**src/rtl/cordic_pkg.sv**
```systemverilog
// Purpose: shared types and defaults for the CORDIC datapath blocks.
// Contents: default operand/slice widths, FSM state encoding, and the
//           signed-overflow rule for subtraction.
package cordic_pkg;

    localparam int unsigned WIDTH_DEFAULT   = 32;
    localparam int unsigned SLICE_W_DEFAULT = 8;

    typedef enum logic [1:0] {
        IDLE = 2'd0,
        BUSY = 2'd1,
        DONE = 2'd2
    } state_e;

    // Signed overflow of a - b: operand signs differ and the result sign
    // disagrees with the minuend.
    function automatic logic sub_ovf(input logic a_msb, input logic b_msb, input logic d_msb);
        return (a_msb != b_msb) && (d_msb != a_msb);
    endfunction

endpackage

```
**src/rtl/sub_slice.sv**
```systemverilog
// Purpose: combinational SLICE_W-bit subtractor with borrow, d = a - b - bin.
// Ports:
//   a, b  in   SLICE_W  minuend / subtrahend slice
//   bin   in   1        borrow from the previous (lower) slice
//   d     out  SLICE_W  slice difference
//   bout  out  1        borrow into the next (higher) slice
module sub_slice #(
    parameter int unsigned SLICE_W = 8
) (
    input  logic [SLICE_W-1:0] a,
    input  logic [SLICE_W-1:0] b,
    input  logic               bin,
    output logic [SLICE_W-1:0] d,
    output logic               bout
);

    localparam int unsigned EXT_W = SLICE_W + 1;

    logic [EXT_W-1:0] ext_c;

    // Zero-extended subtraction; the extra top bit is the outgoing borrow.
    assign ext_c = {1'b0, a} - {1'b0, b} - EXT_W'(bin);
    assign d     = ext_c[SLICE_W-1:0];
    assign bout  = ext_c[SLICE_W];

endmodule

```
**src/rtl/subtractor_32b_seq.sv**
```systemverilog
// Purpose: multi-cycle subtractor, diff = a - b - bin, one SLICE_W-bit slice
//          per cycle (LSB first) with the borrow rippled between cycles.
// Ports:
//   clk, rst_n            clock, async active-low reset
//   in_valid / in_ready   operand handshake (a, b, bin)
//   out_valid / out_ready result handshake (diff, bout, ovf)
//   diff                  a - b - bin modulo 2^WIDTH
//   bout                  1 iff unsigned a < b + bin
//   ovf                   signed overflow of the subtraction
module subtractor_32b_seq
    import cordic_pkg::*;
#(
    parameter int unsigned WIDTH   = WIDTH_DEFAULT,
    parameter int unsigned SLICE_W = SLICE_W_DEFAULT
) (
    input  logic             clk,
    input  logic             rst_n,
    input  logic             in_valid,
    output logic             in_ready,
    input  logic [WIDTH-1:0] a,
    input  logic [WIDTH-1:0] b,
    input  logic             bin,
    output logic             out_valid,
    input  logic             out_ready,
    output logic [WIDTH-1:0] diff,
    output logic             bout,
    output logic             ovf
);

    localparam int unsigned SLICES = WIDTH / SLICE_W;
    localparam int unsigned CNT_W  = (SLICES > 1) ? $clog2(SLICES) : 1;
    localparam int unsigned IDX_W  = (WIDTH > 1) ? $clog2(WIDTH) : 1;

    state_e             state_q,     state_d;
    logic [CNT_W-1:0]   cnt_q,       cnt_d;
    logic [WIDTH-1:0]   a_q,         a_d;
    logic [WIDTH-1:0]   b_q,         b_d;
    logic               borrow_q,    borrow_d;
    logic [WIDTH-1:0]   diff_q,      diff_d;
    logic               bout_q,      bout_d;
    logic               ovf_q,       ovf_d;
    logic               in_ready_q,  in_ready_d;
    logic               out_valid_q, out_valid_d;

    logic [IDX_W-1:0]   lsb_c;
    logic [SLICE_W-1:0] slice_diff_c;
    logic               slice_bout_c;

    // Bit offset of the slice being worked on this cycle.
    assign lsb_c = IDX_W'(cnt_q) * IDX_W'(SLICE_W);

    // Single shared slice subtractor, steered by the slice counter.
    sub_slice #(
        .SLICE_W (SLICE_W)
    ) u_slice (
        .a    (a_q[lsb_c +: SLICE_W]),
        .b    (b_q[lsb_c +: SLICE_W]),
        .bin  (borrow_q),
        .d    (slice_diff_c),
        .bout (slice_bout_c)
    );

    // Next-state and registered-output logic.
    always_comb begin
        state_d  = state_q;
        cnt_d    = cnt_q;
        a_d      = a_q;
        b_d      = b_q;
        borrow_d = borrow_q;
        diff_d   = diff_q;
        bout_d   = bout_q;
        ovf_d    = ovf_q;

        case (state_q)
            IDLE: begin
                if (in_valid) begin
                    a_d      = a;
                    b_d      = b;
                    borrow_d = bin;
                    cnt_d    = '0;
                    state_d  = BUSY;
                end
            end
            BUSY: begin
                diff_d[lsb_c +: SLICE_W] = slice_diff_c;
                borrow_d = slice_bout_c;
                cnt_d    = cnt_q + CNT_W'(1);
                if (cnt_q == CNT_W'(SLICES - 1)) begin
                    bout_d  = slice_bout_c;
                    ovf_d   = sub_ovf(a_q[WIDTH-1], b_q[WIDTH-1], slice_diff_c[SLICE_W-1]);
                    cnt_d   = '0;
                    state_d = DONE;
                end
            end
            DONE: begin
                if (out_ready) begin
                    state_d = IDLE;
                end
            end
            default: begin
                state_d = IDLE;
            end
        endcase

        in_ready_d  = (state_d == IDLE);
        out_valid_d = (state_d == DONE);
    end

    // State and datapath registers.
    always_ff @(posedge clk or negedge rst_n) begin
        if (!rst_n) begin
            state_q     <= IDLE;
            cnt_q       <= '0;
            a_q         <= '0;
            b_q         <= '0;
            borrow_q    <= 1'b0;
            diff_q      <= '0;
            bout_q      <= 1'b0;
            ovf_q       <= 1'b0;
            in_ready_q  <= 1'b1;
            out_valid_q <= 1'b0;
        end else begin
            state_q     <= state_d;
            cnt_q       <= cnt_d;
            a_q         <= a_d;
            b_q         <= b_d;
            borrow_q    <= borrow_d;
            diff_q      <= diff_d;
            bout_q      <= bout_d;
            ovf_q       <= ovf_d;
            in_ready_q  <= in_ready_d;
            out_valid_q <= out_valid_d;
        end
    end

    assign in_ready  = in_ready_q;
    assign out_valid = out_valid_q;
    assign diff      = diff_q;
    assign bout      = bout_q;
    assign ovf       = ovf_q;

endmodule

```
**config.mk**
```make
export PLATFORM = sky130hd
export DESIGN_NAME = subtractor_32b_seq
export DESIGN_NICKNAME = d
export VERILOG_FILES = /design/src/rtl/cordic_pkg.sv /design/src/rtl/sub_slice.sv /design/src/rtl/subtractor_32b_seq.sv
export SDC_FILE = /design/constraint.sdc
export NUM_CORES = 1
export LEC_CHECK = 0
export CAP_MARGIN = 15
export CORE_UTILIZATION = 35
export DETAILED_ROUTE_END_ITERATION = 8
export PLACE_DENSITY = 0.62
export SYNTH_ARGS = -nofsm -noshare
export SYNTH_HDL_FRONTEND = slang
export SYNTH_HIERARCHICAL = 1
export SYNTH_SLANG_ARGS = --single-unit
```
**constraint.sdc**
```tcl
create_clock -name clk -period 3.4 [get_ports clk]
set_clock_uncertainty 0.15 [all_clocks]
set_input_delay 0.85 -clock clk [delete_from_list [all_inputs] [get_ports clk]]
set_output_delay 0.85 -clock clk [all_outputs]
set_load 0.03 [all_outputs]
```
==> run metrics, run 1 <==
outcome finished clean; Main synth FF type dfrtp_1; CTS resizes 0; IO Pins 105; Worst-Skew Late Latency 340 ps; hold buffers post-CTS 0; pin count of the biggest net entering global routing 65; Syn Std Cell Area 5040 um^2; remaining global-route overflow 0; CTS Buf Count 9; Setup violations, final 0; starting DRC count in detailed routing 155; minimum clock period 3170 ps; Die Area 14900 um^2; core area 14000 um^2; Slowest-stage cell, CP mux4_2; Post-synth EDFFs 0; multi-input logic area 2190 um^2; Buf+Inv Stages, Crit Path 2; critical-path maximum fanout 8; Area Growth Syn to Fin 30.2%; Clock Path Buffers 2; CP max stage delay 520 ps; Ys Warns 6; Most common cell on crit path ha_1; Tot GR Track Use 0.159; Post-Route WL 11.0 mm; Seq. cell area 2630 um^2; worst-path cell chain buf_4 -> mux4_2 -> ha_1 -> inv_1 -> ha_1 -> a21oi_2 -> mux2i_1 -> o21ai_0 -> a211o_1 -> a221o_1; Fmax 0.315 GHz; final core occ 0.470; FP Rows 43; Reg clk slew, reported paths 70 ps; setup_tns 0 ps; element type at the critical path start register; crit share post-route 0.932; Min-Delay Path Class reg -> reg; Vert. Die Dim 122 um; Slew HR 0.540; Die Wd 122 um; post-synth top area cell dfrtp_1; Layout Nets 554; Vias/cell 4.95; cells after synthesis 350; Routed Antenna Nets 0; top cell type's share of synthesized area 0.516; # Post-CTS Setup Buffers 0; vias in the first global route 3344; global-route wire length before repair 17.8 mm; Num Clock Sinks 105; Post-synth top cells 104 x dfrtp_1, 64 x mux2_2, 33 x a22o_1; final number of max-transition violations 0; antenna violations before repair 0; # diodes 0; post-synthesis async set-or-reset flop share 1.00; H-tree depth 3; syn_area_per_cell 14.4 um^2; wire per inst 16.9 um; Worst Tran Pin Value 689 ps; initial core utilization 0.361; ratio of cells with drive above 1 in the final layout 0.272; IO buf count 104; Synth area leaders dfrtp_1 52%, mux2_2 14%, mux4_2 7.1%; Yosys reg bits 105; final hold vios 0; Placer Congestion 0.788; clk root buf clkbuf_16; Max-Cap Viols 0; Post-Syn Nets 441; synth unique cells 49; most frequent cell after synthesis dfrtp_1; HPWL after detailed placement 8.26 mm; CTS tree done; RSZ-0062 raised after global routing no; CP arrival 3250 ps; family with the most delay on the worst path compound AO/OA/AOI/OAI gates; fillers 1273; sequential cell area fraction in the yosys report 0.521; crit end category register; drt drc 0; DRT Pass-1 Iters 4; required time worst endpoint 3480 ps; critical path type reg -> reg; vias 3202
-- cell type report --
type / instances / share of cell area
clock buffers: 11 / 0.0385
flip-flops and latches: 105 / 0.400
multi-input cells: 206 / 0.334
repair buffers: 114 / 0.173
clock inverters: 4 / 0.00438
inverters: 27 / 0.0154
well taps: 180 / 0.0343
-- path summary, 6_finish.rpt --
path | from | endpoint | slack, ps | cells after the start
setup / recovery | cnt_q[0] | borrow_q | 230 | 10
hold / removal | b_q[3] | b_q[3] | 350 | 1
setup reg to reg | cnt_q[0] | borrow_q | 230 | 10
hold reg to reg | b_q[3] | b_q[3] | 350 | 1
max in group asynchronous | rst_n | a_q[31] | 1960 | 2
min in group asynchronous | rst_n | out_valid | 390 | 1
-- metrics by stage --
stage               hold WS (ps)  setup slack [ps]  instances  cell area [um^2]
floorplan                    325               134        350              5040
global placement             335               305        632              6290
detailed placement           343               249        632              6290
CTS                          359               235        647              6570
global route                 381              29.8        647              6570
finish                       353               230        647              6570
-- registers in the layout, indices dropped and copies added (netlist names) --
signal / count
diff: 32
state_q: 2
ovf: 1
in_ready: 1
b_q: 32
a_q: 32
borrow_q: 1
out_valid: 1
bout: 1
cnt_q: 2
-- cell usage in the layout, fill, tap and decap left out, drive strengths merged, types with 3 or more instances in the layout --
cell           synthesis  layout
ha                    20      20
inv                   27      27
dfrtp                104     104
a21oi                  4       4
nand2b                 4       4
clkbuf                 7      11
mux4                  16      16
nand2                 15      15
xnor2                  3       3
buf                    5      11
nand3b                 3       3
nor2                   8       8
clkdlybuf4s50          0     103
a22o                  33      33
mux2                  66      66
-- routing by layer --
layer,global-route usage,vias to the layer above,part of all wire
li1,-,1497,-
met1,0.214,1604,0.47
met2,0.257,90,0.47
met3,0.0328,11,0.045
met4,0.0463,0,0.011
met5,0,-,0
-- cells by family after synthesis --
kind of cell               after synthesis  synth area share
DFF                                    105             0.521
muxes                                   84             0.224
AOI/OAI and AO/OA                       50            0.0843
and+or+nand+nor                         45            0.0590
buffers and inverters                   39            0.0449
adders and majority gates               22            0.0576
xor gates and xnor gates                 5           0.00868
Power of run 1 is not shown: default switching activity piles up to over one toggle a cycle in this logic, so the estimate is an artifact.
==> run 2: changes to the inputs <==
==> constraint.sdc (replaced) <==
create_clock -name clk -period 3.4 [get_ports clk]
set_clock_uncertainty 0.15 [all_clocks]
set_input_delay 1.02 -clock clk [delete_from_list [all_inputs] [get_ports clk]]
set_output_delay 1.02 -clock clk [all_outputs]
set_load 0.03 [all_outputs]
==> run metrics, run 2 (same netlist as run 1, synthesis figures left out) <==
outcome finished clean; most common cell after layout, fill and taps aside dfrtp_1; IO Pins 105 (unchanged); crit share post-route 0.925 (-0.00735); H-tree depth 3 (unchanged); Num Clock Sinks 105 (unchanged); IO buf count 104 (unchanged); required time worst endpoint 3490 ps (about the same); pin count of the biggest net entering global routing 65 (unchanged); hold path start b_q[23]; Clock Path Buffers 2 (unchanged); hold buffers post-CTS 0 (unchanged); starting DRC count in detailed routing 122 (-21%); fillers 1279 (+0.47%); final hold vios 0 (unchanged); element type at the critical path start register; Die Wd 122 um (unchanged); Die Area 14900 um^2 (unchanged); HPWL after detailed placement 8.28 mm (+0.23%); Worst-Skew Late Latency 350 ps (about the same); CTS tree done; clk root buf clkbuf_16; critical-path maximum fanout 8 (unchanged); Area Growth Syn to Fin 31.1%; wire per inst 16.9 um (about the same); core area 14000 um^2 (unchanged); Worst Tran Pin Value 745 ps (+56.6 ps); Slew HR 0.503 (-0.0368); Setup violations, final 0 (unchanged); vias in the first global route 3350 (+0.18%); Reg clk slew, reported paths 70 ps (about the same); RSZ-0062 raised after global routing no; final number of max-transition violations 0 (unchanged); critical path type reg -> reg; DRT Pass-1 Iters 4 (unchanged); antenna violations before repair 0 (unchanged); Min-Delay Path Class reg -> reg; ratio of cells with drive above 1 in the final layout 0.275 (+0.00310); minimum clock period 3150 ps (-25.0 ps); commonest non-fill, non-tap cells in the layout 104 x dfrtp_1, 103 x clkdlybuf4s50_1, 64 x mux2_2; FP Rows 43 (unchanged); worst reg2reg path startpoint cnt_q[0]; drt drc 0 (unchanged); Worst Reg-to-Reg Cells 11 (+1); Vert. Die Dim 122 um (unchanged); crit end category register; # diodes 0 (unchanged); Placer Congestion 0.770 (-2.3%); Routed Antenna Nets 0 (unchanged); Max-Cap Viols 0 (unchanged); reg-to-reg endpoint ovf; setup_tns 0 ps (unchanged); Vias/cell 4.91 (-0.81%); vias 3186 (-0.50%); CTS Buf Count 9 (unchanged); initial core utilization 0.361 (unchanged); Fmax 0.318 GHz (+0.80%); Tot GR Track Use 0.160 (+0.00102); global-route wire length before repair 17.8 mm (about the same); CP arrival 3230 ps (-20 ps); Post-Route WL 11.0 mm (+0.34%); reg-to-reg setup timing slack 250 ps (+30 ps); Cells on Worst Hold Path 1 (unchanged); Layout Nets 555 (+0.18%); Worst Hold End b_q[23]; remaining global-route overflow 0 (unchanged); # Post-CTS Setup Buffers 0 (unchanged); CTS resizes 0 (unchanged)
run 2: changes by cell type in the layout (fill, tap and decap cells not counted), sizes merged:
cell / previous run / this run
bufinv: 0 / 1
clkinvlp: 2 / 1
buf: 11 / 12
inv: 27 / 28
run 2: final cells by class:
type,count,area (um^2),share of cell area
timing repair buffer,115,1150,0.173
multi-input combinational,206,2190,0.332
clock inverter,5,62.6,0.00946
inverter,27,101,0.0153
sequential,105,2630,0.398
tap,180,225,0.0341
clock buffer,11,253,0.0382
run 2: worst max-delay path by stage:
stage	cells past startpoint	start	slack, ps	end
2_1_floorplan	12	cnt_q[0]	130	ovf
5_1_grt	11	cnt_q[0]	10	ovf
6_report	11	cnt_q[0]	250	ovf
4_1_cts	11	cnt_q[0]	240	ovf
3_3_place_gp	10	cnt_q[0]	300	borrow_q
3_5_place_dp	11	cnt_q[0]	250	ovf
run 2: critical path: stages (launching register included):
cell and delay (ps):
dfrtp_1 350, buf_4 210, mux4_2 540, fa_1 460, ha_1 290, o21ai_1 90
a21boi_2 220, a31oi_1 100, nand3b_1 210, nand2_1 90, o22ai_1 70, mux2_4 260
run 2: layer usage:
layer / part of all wire / global-route usage / up-vias
li1: - / - / 1508
met1: 0.46 / 0.214 / 1582
met2: 0.48 / 0.257 / 88
met3: 0.047 / 0.0398 / 8
met4: 0.0097 / 0.0440 / 0
met5: 0 / 0 / -
run 2: stage by stage:
stage	worst slack (ps)	instance area (um^2)	util	hold slack, ps	instances
4_1_cts	235	6610	0.473	358	649
6_report	255	6610	0.473	357	649
3_5_place_dp	255	6290	0.450	343	633
2_1_floorplan	134	5040	-	325	350
3_3_place_gp	297	6290	0.450	335	633
5_1_grt	13.8	6610	0.473	374	649
Power of run 2 is left out for the same reason.
